`src/rtl/xbus_pkg.sv`:
```
// Shared constants for the 8051 external-bus responder: FSM state encoding,
// memory space codes and the idle levels of the bus strobes.
package xbus_pkg;

    typedef logic [2:0] xbus_state_t;

    localparam xbus_state_t StIdle    = 3'd0;
    localparam xbus_state_t StRdReq   = 3'd1;
    localparam xbus_state_t StRdDrive = 3'd2;
    localparam xbus_state_t StRdAbort = 3'd3;
    localparam xbus_state_t StWrCapt  = 3'd4;
    localparam xbus_state_t StWrReq   = 3'd5;

    localparam logic XBUS_SPACE_CODE  = 1'b0;
    localparam logic XBUS_SPACE_XDATA = 1'b1;

    localparam logic XBUS_ALE_IDLE    = 1'b0;
    localparam logic XBUS_STROBE_IDLE = 1'b1;

    // Bit positions in the packed strobe vector {ale, psen_n, rd_n, wr_n}.
    localparam int unsigned XBUS_PIN_ALE  = 3;
    localparam int unsigned XBUS_PIN_PSEN = 2;
    localparam int unsigned XBUS_PIN_RD   = 1;
    localparam int unsigned XBUS_PIN_WR   = 0;

    localparam logic [3:0] XBUS_PIN_RST = {XBUS_ALE_IDLE, {3{XBUS_STROBE_IDLE}}};

    // True when more than one bit is set.
    function automatic logic multi_hot(input logic [2:0] v);
        return (v & (v - 3'd1)) != 3'd0;
    endfunction

endpackage

```
`src/rtl/xbus_edge_sync.sv`:
```
// Optional 2-flop synchronizer followed by a rise/fall detector.
// Synchronizers are present only when XBUS_SYNC_EN is defined.
module xbus_edge_sync #(
    parameter int unsigned      Width    = 1,
    parameter logic [Width-1:0] ResetVal = '0
) (
    input  logic             clk,
    input  logic             reset,
    input  logic [Width-1:0] d,
    output logic [Width-1:0] q,
    output logic [Width-1:0] rise,
    output logic [Width-1:0] fall
);

    logic [Width-1:0] prev_q;

`ifdef XBUS_SYNC_EN
    logic [Width-1:0] sync1_q;
    logic [Width-1:0] sync2_q;

    always_ff @(posedge clk) begin
        if (reset) begin
            sync1_q <= ResetVal;
            sync2_q <= ResetVal;
        end else begin
            sync1_q <= d;
            sync2_q <= sync1_q;
        end
    end

    assign q = sync2_q;
`else
    assign q = d;
`endif

    always_ff @(posedge clk) begin
        if (reset) begin
            prev_q <= ResetVal;
        end else begin
            prev_q <= q;
        end
    end

    assign rise = q & ~prev_q;
    assign fall = ~q & prev_q;

endmodule

```
`src/rtl/xbus_responder.sv`:
```
// Memory-side responder for the 8051 multiplexed P0/P2 bus; turns each PSEN/RD/WR
// access into one req/ack memory request. Define XBUS_SYNC_EN for asynchronous buses.
module xbus_responder
    import xbus_pkg::*;
#(
    parameter int unsigned DEPTH_W = 16
) (
    input  logic               clk,
    input  logic               reset,
    input  logic               ale,
    input  logic               psen_n,
    input  logic               rd_n,
    input  logic               wr_n,
    input  logic [7:0]         p0_in,
    input  logic [7:0]         p2_in,
    output logic [7:0]         p0_out,
    output logic               p0_oe,
    output logic               mem_req,
    output logic               mem_space,
    output logic               mem_we,
    output logic [DEPTH_W-1:0] mem_addr,
    output logic [7:0]         mem_wdata,
    input  logic [7:0]         mem_rdata,
    input  logic               mem_ack,
    output logic               bus_err,
    output logic               busy
);

    logic [3:0]  pin_raw, pin_q, pin_rise, pin_fall;
    logic [15:0] bus_raw, bus_q, unused_bus_rise, unused_bus_fall;
    logic        unused_ale_rise;

    assign pin_raw = {ale, psen_n, rd_n, wr_n};
    assign bus_raw = {p2_in, p0_in};

    xbus_edge_sync #(
        .Width    (4),
        .ResetVal (XBUS_PIN_RST)
    ) u_pin_sync (
        .clk   (clk),
        .reset (reset),
        .d     (pin_raw),
        .q     (pin_q),
        .rise  (pin_rise),
        .fall  (pin_fall)
    );

    // Data pins share the strobe delay so address/data stay aligned with the edges.
    xbus_edge_sync #(
        .Width    (16),
        .ResetVal (16'h0000)
    ) u_bus_sync (
        .clk   (clk),
        .reset (reset),
        .d     (bus_raw),
        .q     (bus_q),
        .rise  (unused_bus_rise),
        .fall  (unused_bus_fall)
    );

    assign unused_ale_rise = pin_rise[XBUS_PIN_ALE];

    xbus_state_t        state_q, state_d;
    logic [DEPTH_W-1:0] addr_lat_q, addr_lat_d;
    logic               space_q, space_d;
    logic [7:0]         wdata_q, wdata_d;
    logic [7:0]         p0_out_q, p0_out_d;
    logic               bus_err_q, bus_err_d;
    logic [2:0]         pend_q, pend_d;

    logic [2:0] strobe_fall, req_fall;
    logic       ale_fall, any_fall, sel_lvl, sel_rise;

    assign strobe_fall = pin_fall[2:0];
    assign ale_fall    = pin_fall[XBUS_PIN_ALE];
    assign any_fall    = |pin_fall;
    // Falls seen while RD_DRIVE was finishing are replayed once back in IDLE.
    assign req_fall    = strobe_fall | pend_q;
    assign sel_lvl     = (space_q == XBUS_SPACE_XDATA) ? pin_q[XBUS_PIN_RD] :
                                                         pin_q[XBUS_PIN_PSEN];
    assign sel_rise    = (space_q == XBUS_SPACE_XDATA) ? pin_rise[XBUS_PIN_RD] :
                                                         pin_rise[XBUS_PIN_PSEN];

    always_comb begin
        state_d    = state_q;
        addr_lat_d = addr_lat_q;
        space_d    = space_q;
        wdata_d    = wdata_q;
        p0_out_d   = p0_out_q;
        bus_err_d  = 1'b0;
        pend_d     = pend_q;

        case (state_q)
            StIdle: begin
                pend_d = 3'b000;
                if (ale_fall) begin
                    addr_lat_d = bus_q[DEPTH_W-1:0];
                end
                bus_err_d = multi_hot(req_fall);
                if (req_fall[XBUS_PIN_PSEN]) begin
                    state_d = StRdReq;
                    space_d = XBUS_SPACE_CODE;
                end else if (req_fall[XBUS_PIN_RD]) begin
                    state_d = StRdReq;
                    space_d = XBUS_SPACE_XDATA;
                end else if (req_fall[XBUS_PIN_WR]) begin
                    state_d = StWrCapt;
                    space_d = XBUS_SPACE_XDATA;
                    wdata_d = bus_q[7:0];
                end
            end
            StRdReq: begin
                bus_err_d = any_fall;
                if (mem_ack) begin
                    p0_out_d = mem_rdata;
                    state_d  = StRdDrive;
                end else if (sel_rise) begin
                    state_d = StRdAbort;
                end
            end
            StRdDrive: begin
                if (sel_lvl == XBUS_STROBE_IDLE) begin
                    state_d   = StIdle;
                    pend_d    = strobe_fall;
                    bus_err_d = ale_fall;
                end else begin
                    bus_err_d = any_fall;
                end
            end
            StRdAbort: begin
                bus_err_d = any_fall;
                if (mem_ack) begin
                    state_d   = StIdle;
                    bus_err_d = 1'b1;
                end
            end
            StWrCapt: begin
                bus_err_d = any_fall;
                if (pin_rise[XBUS_PIN_WR]) begin
                    state_d = StWrReq;
                end else begin
                    wdata_d = bus_q[7:0];
                end
            end
            StWrReq: begin
                bus_err_d = any_fall;
                if (mem_ack) begin
                    state_d = StIdle;
                end
            end
            default: state_d = StIdle;
        endcase
    end

    always_ff @(posedge clk) begin
        if (reset) begin
            state_q    <= StIdle;
            addr_lat_q <= '0;
            space_q    <= XBUS_SPACE_CODE;
            wdata_q    <= 8'h00;
            p0_out_q   <= 8'h00;
            bus_err_q  <= 1'b0;
            pend_q     <= 3'b000;
        end else begin
            state_q    <= state_d;
            addr_lat_q <= addr_lat_d;
            space_q    <= space_d;
            wdata_q    <= wdata_d;
            p0_out_q   <= p0_out_d;
            bus_err_q  <= bus_err_d;
            pend_q     <= pend_d;
        end
    end

    // Request fields come straight from registers that only move outside request
    // states, so they are stable for the whole req/ack handshake.
    assign mem_req   = (state_q == StRdReq) || (state_q == StRdAbort) || (state_q == StWrReq);
    assign mem_we    = (state_q == StWrReq);
    assign mem_space = space_q;
    assign mem_addr  = addr_lat_q;
    assign mem_wdata = wdata_q;
    assign p0_out    = p0_out_q;
    assign p0_oe     = (state_q == StRdDrive);
    assign bus_err   = bus_err_q;
    assign busy      = (state_q != StIdle);

endmodule

```
`config.mk`:
```
export PLATFORM = sky130hd
export DESIGN_NAME = xbus_responder
export DESIGN_NICKNAME = d
export VERILOG_FILES = /design/src/rtl/xbus_pkg.sv /design/src/rtl/xbus_edge_sync.sv /design/src/rtl/xbus_responder.sv
export SDC_FILE = /design/constraint.sdc
export NUM_CORES = 1
export LEC_CHECK = 0
export CORE_MARGIN = 8
export CORE_UTILIZATION = 30
export CTS_BUF_LIST = sky130_fd_sc_hd__clkbuf_2 sky130_fd_sc_hd__clkbuf_4 sky130_fd_sc_hd__clkbuf_8
export DETAILED_ROUTE_END_ITERATION = 8
export PLACE_DENSITY = 0.56
export SETUP_SLACK_MARGIN = 0.15
export SYNTH_ARGS = -nofsm -noshare
export SYNTH_HDL_FRONTEND = slang
export SYNTH_SLANG_ARGS = --single-unit
```
`constraint.sdc`:
```
create_clock -name clk -period 1.8 [get_ports clk]
set_clock_uncertainty 0.05 [all_clocks]
set_input_delay 0.36 -clock clk [delete_from_list [all_inputs] [get_ports clk]]
set_output_delay 0.36 -clock clk [all_outputs]
set_load 0.1 [all_outputs]
```
==> impl_results.md, run 1 <==
- Status: finished, final reports clean
- #FFs+latches synth: 44
- Unique masters post-synth: 42
- Area occupied by multi-input gates: 1120 um2
- Bufs and invs on worst path: 3
- Critical path cell sequence: buf_8 -> nor3b_4 -> buf_6 -> buf_12
- Die Ht: 95.2 um
- RSZ-0062 raised after global routing: yes
- DRC: 0
- CP peak stage delay: 360 ps
- Share of the synthesized area in the top cell type: 0.468
- Initial antenna violation count: 0
- Critical path peak fanout: 9
- Worst skew pair latency: 290 ps
- FF-to-FF End: mem_addr[8]
- Mean Syn Cell Area: 8.96 um2
- Hold Path Class: reg2reg
- Site Rows: 29
- Seq. cell area: 893 um2
- Area growth from synthesis to layout: 95.6%
- EDFF count, synth: 0
- YS warnings: 0
- Total power per unit cell area: 1040 nW/um2
- Fin. max-slew vios: 0
- Reg2reg path depth: 7
- Crit-path leading delay family: buffers and inverters
- Worst path arrival time: 1280 ps
- Max IR drop VDD: 0.664 mV
- Post-synth ARST share: 0
- Antenna cell count: 0
- CP startpoint: state_q[0]
- CP Class: reg2out
- Hold path depth: 2
- CTS tree: yes
- Post-DP HPWL: 3.94 mm
- Vias: 1808
- Most frequent cell after synthesis: dfxtp_1
- Power Total: 0.00381 W
- Congestion Overflow GR: 0
- DRT antenna net count: 0
- GR Util All Layers: 0.123
- CTS root buf: clkbuf_8
- Final setup vio count: 0
- DR pass1 iterations: 4
- Min Tclk post-route: 1690 ps
- Fill cells: 535
- Min-Delay Startpoint: mem_addr[8]
- Syn nets: 241
- H-tree level count: 2
- Clk sink count: 44
- PortBufs: 68
- Core area: 6200 um2
- Hold Path End: mem_addr[8]
- Die Wd: 95.2 um
- Most used flip-flop cell after synthesis: dfxtp_1
- Number of DRC markers in iteration 0: 53
- Final hold vios: 0
- Worst Tran Pin Value: 404 ps
- Routed vias/inst: 4.71
- Register area share after synthesis: 0.468
- Critical Path Source Type: flip-flop
- Largest area contributor in the netlist: dfxtp_1
- Flop-to-flop setup slack: 130 ps
- Fraction of layout cells with a size suffix above 1: 0.436
- Leak: 1.45 nW
- Total CTS buffers: 5
- Tcrit/Tclk final: 0.941
- CP Data Required Time: 1390 ps
- Clock transition at path regs: 80 ps
- Placed inst area: 3210 um2
- Cells after Synth: 210
- Max Cap Viol: 0
- Vias in the first global route: 1820
- Synth top area cells: dfxtp_1 (47%), mux2i_1 (9.0%), nand2_1 (7.4%), nor2_1 (5.8%), a21oi_1 (5.1%)
- Die Area: 9060 um2
- Global-route wire length before repair: 8.86 mm
- Fin area: 3680 um2
- Maximum clock rate: 0.591 GHz
- Slowest CP cell: dfxtp_4
- Reg-to-reg startpoint: state_q[1]
- Mapped Area: 1880 um2
- Largest net degree at the start of global routing: 25
- DR WL/cell: 14.6 um
- Clock buffer depth: 2
- Final #Nets: 338
- Final Wtd Congestion: 0.850
- Initial core utilization: 0.303
- Top-level port count: 69
- Rel. slew slack: 0.730
- Routed Wire Length: 5.62 mm
- Setup_tns: 0 ps
- Setup crit end kind: output port
- Most common library cells after synthesis: dfxtp_1 (44), nand2_1 (37), nor2_1 (29)
==> layer usage <==
metal / vias up / wire length, um / GRT usage
met4: 0 / 29 / 0.0273
met3: 4 / 522 / 0.0567
met1: 846 / 2230 / 0.142
met2: 59 / 2840 / 0.201
met5: - / 0 / 0
li1: 899 / - / -
==> area by class of cell <==
type | count | area share
multi-input cells | 147 | 0.305
flip-flops and latches | 44 | 0.243
inverters | 7 | 0.0143
clock inverters | 1 | 0.00816
repair buffers | 102 | 0.383
clock buffers | 6 | 0.0207
well taps | 77 | 0.0262
==> kinds of logic (layout without fill, tap and decap cells) <==
kind of cell / after synthesis / in the layout / synth area share
adder cells (fa/ha/maj): 1 / 1 / 0.00532
flip-flops: 44 / 44 / 0.468
AND/OR/NAND/NOR: 92 / 92 / 0.231
buffers and inverters: 19 / 116 / 0.0552
AO/OA/AOI/OAI: 37 / 37 / 0.150
multiplexers: 17 / 17 / 0.0904
==> worst register-to-register path, cell delays in order, from the launching register on <==
cell,delay [ps]
dfxtp_4,360
nor3_4,230
bufinv_16,220
buf_8,120
or2_4,270
clkbuf_16,190
nand2_2,60
a21oi_1,50
==> worst max-delay path by stage <==
stage / endpoint / slack (ps) / depth (start not counted)
after floorplan: pend_q[0] / -310 / 5
after global placement: mem_wdata[6] / -280 / 8
after detailed placement: mem_wdata[7] / -340 / 8
after CTS: busy / 80 / 3
after global routing: p0_oe / 40 / 4
final: p0_oe / 110 / 4
==> cell usage in the layout (no fill, tap or decap), types with 2 or more instances in the layout <==
cell type	count
clkdlybuf4s50_1	27
mux2i_1	17
a211oi_1	2
nor3_4	2
buf_12	42
or2_2	3
dfxtp_4	3
buf_4	24
nor2b_2	2
nand2b_1	5
clkbuf_8	5
dfxtp_1	40
dlygate4sd2_1	3
a21oi_1	4
a21oi_2	15
nand2_1	21
nand2_4	15
a31oi_1	3
inv_1	5
buf_8	3
nor2_1	29
nand3_1	2
a41oi_1	2
buf_6	2
bufinv_16	2
==> repair_timing <==
action / 4_1_cts / 5_1_grt
hold buffers: 0 / 0
hold endpoints to repair: 0 / 0
setup endpoints to repair: 15 / 29
setup buffers: 9 / 4
cloned: 0 / 1
pin swaps: 4 / 27
resized for setup: 19 / 53
==> power by group <==
group / internal (W) / switching (W) / leakage (nW)
sequential: 0.00107 / 0.000106 / 0.361
combinational: 0.000850 / 0.00105 / 1.03
clock: 0.000422 / 0.000315 / 0.0547
total: 0.00234 / 0.00147 / 1.45
==> flip-flops by register name, indices dropped and copies added, names as in the netlist <==
register	flops
mem_space	1
state_q	3
pend_q	3
bus_err	1
mem_wdata	8
mem_addr	16
p0_out	8
u_pin_sync.prev_q	4
==> through the flow <==
step / util / cells / setup slack (ps) / hold WS (ps)
final: 0.593 / 384 / 107 / 458
after CTS: 0.553 / 379 / 76.8 / 441
after global placement: 0.517 / 363 / -277 / 425
after floorplan: - / 210 / -313 / 417
after detailed placement: 0.517 / 363 / -337 / 432
after global routing: 0.593 / 384 / 41.7 / 468
(Power assumes the default switching activity.)
==> run 2: changes to the inputs <==
Settings changed: GPL_ROUTABILITY_DRIVEN from default to 1, PLACE_DENSITY 0.56 to 0.58.
Clock period 1.8 ns to 1.39 ns, I/O delays scaled along.
==> run 2 against run 1 <==
The run now ends with setup timing left. Critical path depth is the same. Cell count grew 3.1%. Sequential share of layout area grew 0.22 points. Clock power grew 17%. Setup slack lost 410 ps. Global-route usage grew 1.0 points. Utilization grew 2.3 points. Flip-flop and latch count is the same. Routed wire length grew 7.9%. Design area grew 3.9%. Non-clock buffer count grew 11. Critical endpoint is now busy.
==> impl_results.md, run 2 (same netlist as run 1, synthesis figures left out) <==
- CP Class: reg2out (unchanged)
- DR pass1 iterations: 4 (unchanged)
- GR Layer Usage met3: 0.0488 (was 0.0567)
- DR WL/cell: 15.3 um (was 14.6 um)
- DRC: 0 (unchanged)
- Setup WS pre-CTS: -608 ps (was -337 ps)
- RSZ-0062 raised after global routing: yes (unchanged)
- Status: complete, but fails checks (was finished, final reports clean)
- Largest register FFs: 16 (unchanged)
- Max IR drop VDD: 0.646 mV (was 0.664 mV)
- PortBufs: 68 (unchanged)
- Failing checks: setup timing
- Maximum clock rate: 0.590 GHz
- Commonest non-fill, non-tap cell in the layout: buf_12 (unchanged)
- GR Util met2: 0.223 (was 0.201)
- Antenna cell count: 0 (unchanged)
- Rel. slew slack: 0.709 (was 0.730)
- Critical path peak fanout: 4 (was 9)
- Final #Nets: 349 (was 338)
- Routed Wire Length: 6.07 mm (was 5.62 mm)
- Sequential power share: 0.302 (was 0.307)
- Post-DP HPWL: 4.24 mm (was 3.94 mm)
- Final hold vios: 0 (unchanged)
- GR Util All Layers: 0.133 (was 0.123)
- Die Ht: 95.2 um (unchanged)
- Critical path cell sequence: nor3_4 -> bufinv_16 -> buf_8 -> buf_12 (was buf_8 -> nor3b_4 -> buf_6 -> buf_12)
- Setup crit end kind: output port (unchanged)
- Final worst slack: -306 ps (was 107 ps)
- Initial core utilization: 0.303 (unchanged)
- Smallest hold slack: 335 ps (was 458 ps)
- Routed vias/inst: 4.74 (was 4.71)
- H-tree level count: 2 (unchanged)
- Clock buffer depth: 2 (unchanged)
- Total CTS buffers: 5 (unchanged)
- Die Area: 9060 um2 (unchanged)
- Min Tclk post-route: 1700 ps
- Combinational share of power: 0.527 (was 0.499)
- Leak: 1.52 nW (was 1.45 nW)
- Tcrit/Tclk final: 1.22
- Top Usage Layer GRT: met2 (unchanged)
- Most frequent cells in the layout: buf_12 (42), dfxtp_2 (33), buf_4 (28) (was buf_12 (42), dfxtp_1 (40), nor2_1 (29))
- CTS root buf: clkbuf_8 (unchanged)
- Core area: 6200 um2 (unchanged)
- Final Wtd Congestion: 0.865 (was 0.850)
- Largest net degree at the start of global routing: 22 (was 25)
- Die Wd: 95.2 um (unchanged)
- Total power per unit cell area: 1320 nW/um2 (was 1040 nW/um2)
- Switch share: 0.397 (was 0.387)
- Area growth from synthesis to layout: 103% (was 95.6%)
- Initial antenna violation count: 0 (unchanged)
- Top-level port count: 69 (unchanged)
- Critical Path Source Type: flip-flop (unchanged)
- Congestion Overflow GR: 0 (unchanged)
- Clk sink count: 44 (unchanged)
- Dpl cells: 375 (was 363)
- Final setup vio count: 44 (was 0)
- Vias: 1876 (was 1808)
- Clock transition at path regs: 80 ps (about the same)
- Clock power frac: 0.171 (was 0.193)
- CP peak stage delay: 360 ps (about the same)
- CP Data Required Time: 1060 ps (was 1390 ps)
- Hold Path Class: in2reg (was reg2reg)
- Final Util: 0.617 (was 0.593)
- Vias in the first global route: 1868 (was 1820)
- Bufs and invs on worst path: 3 (unchanged)
- Met1 GRT Util: 0.148 (was 0.142)
- Site Rows: 29 (unchanged)
- Worst path arrival time: 1370 ps (was 1280 ps)
- Internal Dissipation: 0.00304 W (was 0.00234 W)
- Switch Pwr: 0.00200 W (was 0.00147 W)
- Fin cells: 396 (was 384)
- CTS tree: yes (unchanged)
- Global-route wire length before repair: 9.27 mm (was 8.86 mm)
- Fraction of layout cells with a size suffix above 1: 0.561 (was 0.436)
- DRT antenna net count: 0 (unchanged)
- Worst skew pair latency: 300 ps (was 290 ps)
- Crit-path leading delay family: buffers and inverters (unchanged)
- Fin. max-slew vios: 0 (unchanged)
- Max Cap Viol: 0 (unchanged)
- Slowest CP cell: dfxtp_4 (unchanged)
- Worst Tran Pin Value: 436 ps (was 404 ps)
- Number of DRC markers in iteration 0: 52 (was 53)
## run 2: cell count changes in the layout (fill, tap and decap cells not counted), moves of 4 or more
cell and delta:
dfxtp_1 -33, dfxtp_2 +32, nand2_4 -12, a21oi_1 +11
a21oi_2 -11, nand2_2 +9, buf_6 +6, buf_4 +4
## run 2: power groups by stage
| stage | registers [W] | logic, W | clock network (W) |
|---|---|---|---|
| after floorplan | 0.00214 | 0.000803 | 0 |
| after global placement | 0.00154 | 0.00231 | 0 |
| after detailed placement | 0.00154 | 0.00233 | 0 |
| after CTS | 0.00152 | 0.00253 | 0.000910 |
| after global routing | 0.00154 | 0.00278 | 0.000954 |
| final | 0.00152 | 0.00266 | 0.000864 |
## run 2: cell type report
cell class                 instances  area [um2]
timing repair buffer             113        1520
sequential                        44         937
multi-input combinational        147        1120
clock inverter                     1        6.26
tap                               77        96.3
fill                             512        2380
clock buffer                       7        90.1
inverter                           7        55.1
## run 2: what timing repair did
action / CTS / global route
hold endpoints to repair: 0 / 0
hold buffers: 0 / 0
gates resized for setup: 45 / 25
gates cloned: 1 / 0
buffers inserted: 7 / 5
setup endpoints to repair: 45 / 45
pin swaps: 6 / 11
## run 2: path summary, 6_finish.rpt
kind	cells past startpoint	endpoint	startpoint	slack [ps]
hold / removal	2	u_pin_sync.prev_q[1]	rd_n	340
setup reg to reg	7	mem_wdata[2]	u_pin_sync.prev_q[1]	-280
setup / recovery	4	busy	state_q[0]	-310
hold reg to reg	2	mem_addr[3]	mem_addr[3]	420
## run 2: stage by stage
step	TNS (ps)	instance area, um2	total power (W)
global route	-11980	3830	0.00527
global placement	-14710	3340	0.00385
CTS	-8660	3660	0.00496
finish	-9100	3830	0.00505
floorplan	-10600	1980	0.00294
detailed placement	-15130	3340	0.00386
## run 2: worst reg2reg max path, stage by stage (launching register included)
cell and delay (ps):
dfxtp_1 360, nor2b_1 300, a211oi_1 100, buf_4 150, o22ai_4 180, buf_12 160, mux2i_1 190, nor2_1 50
## run 2: per-layer routing
metal,routed length [um],vias up
met5,0,-
met4,141,0
met3,489,10
met2,2930,55
met1,2500,887
li1,-,924
==> run 3: changes to the inputs <==
Settings changed: HOLD_SLACK_MARGIN from default to 0.02, PLACE_DENSITY 0.58 to default, PLACE_DENSITY_LB_ADDON from default to 0.12.
==> run 3 against run 2 <==
The run still ends with setup timing left. Setup slack hardly changed. Global-route usage is 0.30 points lower. Count of clock-buffer cells in the layout is 2 lower.
==> impl_results.md, run 3 (same netlist as run 1, synthesis figures left out) <==
- Critical path cell sequence: buf_6 -> nor3b_4 -> buf_4 -> buf_12 (was nor3_4 -> bufinv_16 -> buf_8 -> buf_12)
- Worst Tran Pin Value: 443 ps (was 436 ps)
- Congestion Overflow GR: 0 (unchanged)
- Vias in the first global route: 1873 (was 1868)
- Final worst slack: -305 ps (was -306 ps)
- PortBufs: 68 (unchanged)
- Crit-path leading delay family: buffers and inverters (unchanged)
- Bufs and invs on worst path: 3 (unchanged)
- Post-DP HPWL: 4.19 mm (was 4.24 mm)
- CTS root buf: clkbuf_8 (unchanged)
- Rel. slew slack: 0.704 (was 0.709)
- Final hold vios: 0 (unchanged)
- Max Cap Viol: 0 (unchanged)
- Placed inst area: 3350 um2 (was 3340 um2)
- Largest register FFs: 16 (unchanged)
- Fill cells: 521 (was 512)
- Combinational share of power: 0.505 (was 0.527)
- Initial antenna violation count: 0 (unchanged)
- Leak: 1.51 nW (was 1.52 nW)
- Routed Wire Length: 5.72 mm (was 6.07 mm)
- Die Wd: 95.2 um (unchanged)
- Largest net degree at the start of global routing: 18 (was 22)
- Maximum clock rate: 0.590 GHz (about the same)
- Post-CTS Hold Buffers: 0 (unchanged)
- Switch share: 0.394 (was 0.397)
- Fin. max-slew vios: 0 (unchanged)
- Top-level port count: 69 (unchanged)
- Setup crit end kind: output port (unchanged)
- DRT antenna net count: 0 (unchanged)
- Number of DRC markers in iteration 0: 53 (was 52)
- Die Area: 9060 um2 (unchanged)
- CTS tree: yes (unchanged)
- Sequential power share: 0.295 (was 0.302)
- Clock buffer depth: 2 (unchanged)
- Critical Path Source Type: flip-flop (unchanged)
- Switch Pwr: 0.00202 W (was 0.00200 W)
- Fraction of layout cells with a size suffix above 1: 0.575 (was 0.561)
- H-tree level count: 2 (unchanged)
- Global-route wire length before repair: 9.07 mm (was 9.27 mm)
- Worst path arrival time: 1370 ps (about the same)
- RSZ-0062 raised after global routing: yes (unchanged)
- Min Tclk post-route: 1700 ps (about the same)
- DR WL/cell: 14.6 um (was 15.3 um)
- Area growth from synthesis to layout: 101% (was 103%)
- Power Total: 0.00513 W (was 0.00505 W)
- Routed vias/inst: 4.62 (was 4.74)
- Site Rows: 29 (unchanged)
- Smallest hold slack: 300 ps (was 335 ps)
- Internal Dissipation: 0.00311 W (was 0.00304 W)
- Slowest CP cell: dfxtp_4 (unchanged)
- Fin cells: 392 (was 396)
- CP Data Required Time: 1060 ps (about the same)
- Hold Path Class: in2reg (unchanged)
- Most frequent cells in the layout: buf_12 (41), dfxtp_2 (33), buf_4 (28) (was buf_12 (42), dfxtp_2 (33), buf_4 (28))
- GR Util All Layers: 0.130 (was 0.133)
- Total power per unit cell area: 1360 nW/um2 (was 1320 nW/um2)
- Clock transition at path regs: 90 ps (was 80 ps)
- Antenna cell count: 0 (unchanged)
- Initial core utilization: 0.303 (unchanged)
- Commonest non-fill, non-tap cell in the layout: buf_12 (unchanged)
- Critical path peak fanout: 11 (was 4)
- DR pass1 iterations: 4 (unchanged)
- Dpl cells: 378 (was 375)
- Tcrit/Tclk final: 1.22 (about the same)
- Final Wtd Congestion: 0.806 (was 0.865)
- Clock power frac: 0.199 (was 0.171)
- Failing checks: setup timing (unchanged)
- Final setup vio count: 33 (was 44)
- Die Ht: 95.2 um (unchanged)
- Final #Nets: 345 (was 349)
- Clk sink count: 44 (unchanged)
- Fin area: 3780 um2 (was 3830 um2)
- Core area: 6200 um2 (unchanged)
- Status: complete, but fails checks (unchanged)
- Max IR drop VDD: 0.741 mV (was 0.646 mV)
- Vias: 1810 (was 1876)
- Total CTS buffers: 5 (unchanged)
- CP peak stage delay: 380 ps (was 360 ps)
- Worst skew pair latency: 300 ps (about the same)
- DRC: 0 (unchanged)
- CP Class: reg2out (unchanged)
## run 3: power groups by stage
stage	combinational (W)	sequential [W]	clock, W
after floorplan	0.000803	0.00214	0
after global placement	0.00233	0.00154	0
after detailed placement	0.00234	0.00154	0
after CTS	0.00247	0.00152	0.00107
after global routing	0.00271	0.00153	0.00112
final	0.00259	0.00152	0.00102
## run 3: cell type report
cell class / count / area [um2] / share of cell area
Clock inverter: 3 / 46.3 / 0.0123
Clock buffer: 5 / 68.8 / 0.0182
Inverter: 7 / 52.6 / 0.0139
Multi-Input combinational cell: 147 / 1130 / 0.300
Tap cell: 77 / 96.3 / 0.0255
Timing Repair Buffer: 109 / 1450 / 0.383
Sequential cell: 44 / 933 / 0.247
## run 3: repair_timing
item / CTS / global route
endpoints found under the setup margin: 45 / 45
endpoints found under the hold margin: 0 / 0
cloned: 1 / 0
pin swaps: 22 / 13
gates resized for setup: 34 / 38
setup buffers: 4 / 1
## run 3: path summary, 6_finish.rpt
kind / slack [ps] / cells after the start / start / to
setup / recovery: -310 / 4 / state_q[1] / p0_oe
hold / removal: 300 / 2 / wr_n / u_pin_sync.prev_q[0]
setup reg to reg: -260 / 7 / state_q[1] / mem_wdata[7]
hold reg to reg: 430 / 2 / mem_addr[14] / mem_addr[14]
## run 3: metrics by stage
stage	utilization	TNS, ps	setup slack, ps
after global routing	0.609	-9860	-371
after detailed placement	0.540	-13850	-607
after floorplan	-	-10600	-723
after global placement	0.540	-13740	-572
after CTS	0.583	-7440	-318
final	0.609	-6790	-305
## run 3: routing by layer
| layer | vias up | wire [um] | global-route usage |
|---|---|---|---|
| li1 | 918 | - | - |
| met1 | 840 | 2340 | 0.139 |
| met2 | 46 | 2770 | 0.219 |
| met3 | 6 | 548 | 0.0638 |
| met4 | 0 | 65 | 0.0429 |
| met5 | - | 0 | 0 |
## run 3: worst reg2reg max path: stages (launching register included)
cell and delay (ps):
dfxtp_4 370, nor3_4 210, bufinv_16 210, buf_8 120, o22ai_4 180, buf_12 160
mux2i_1 180, nor2_1 60
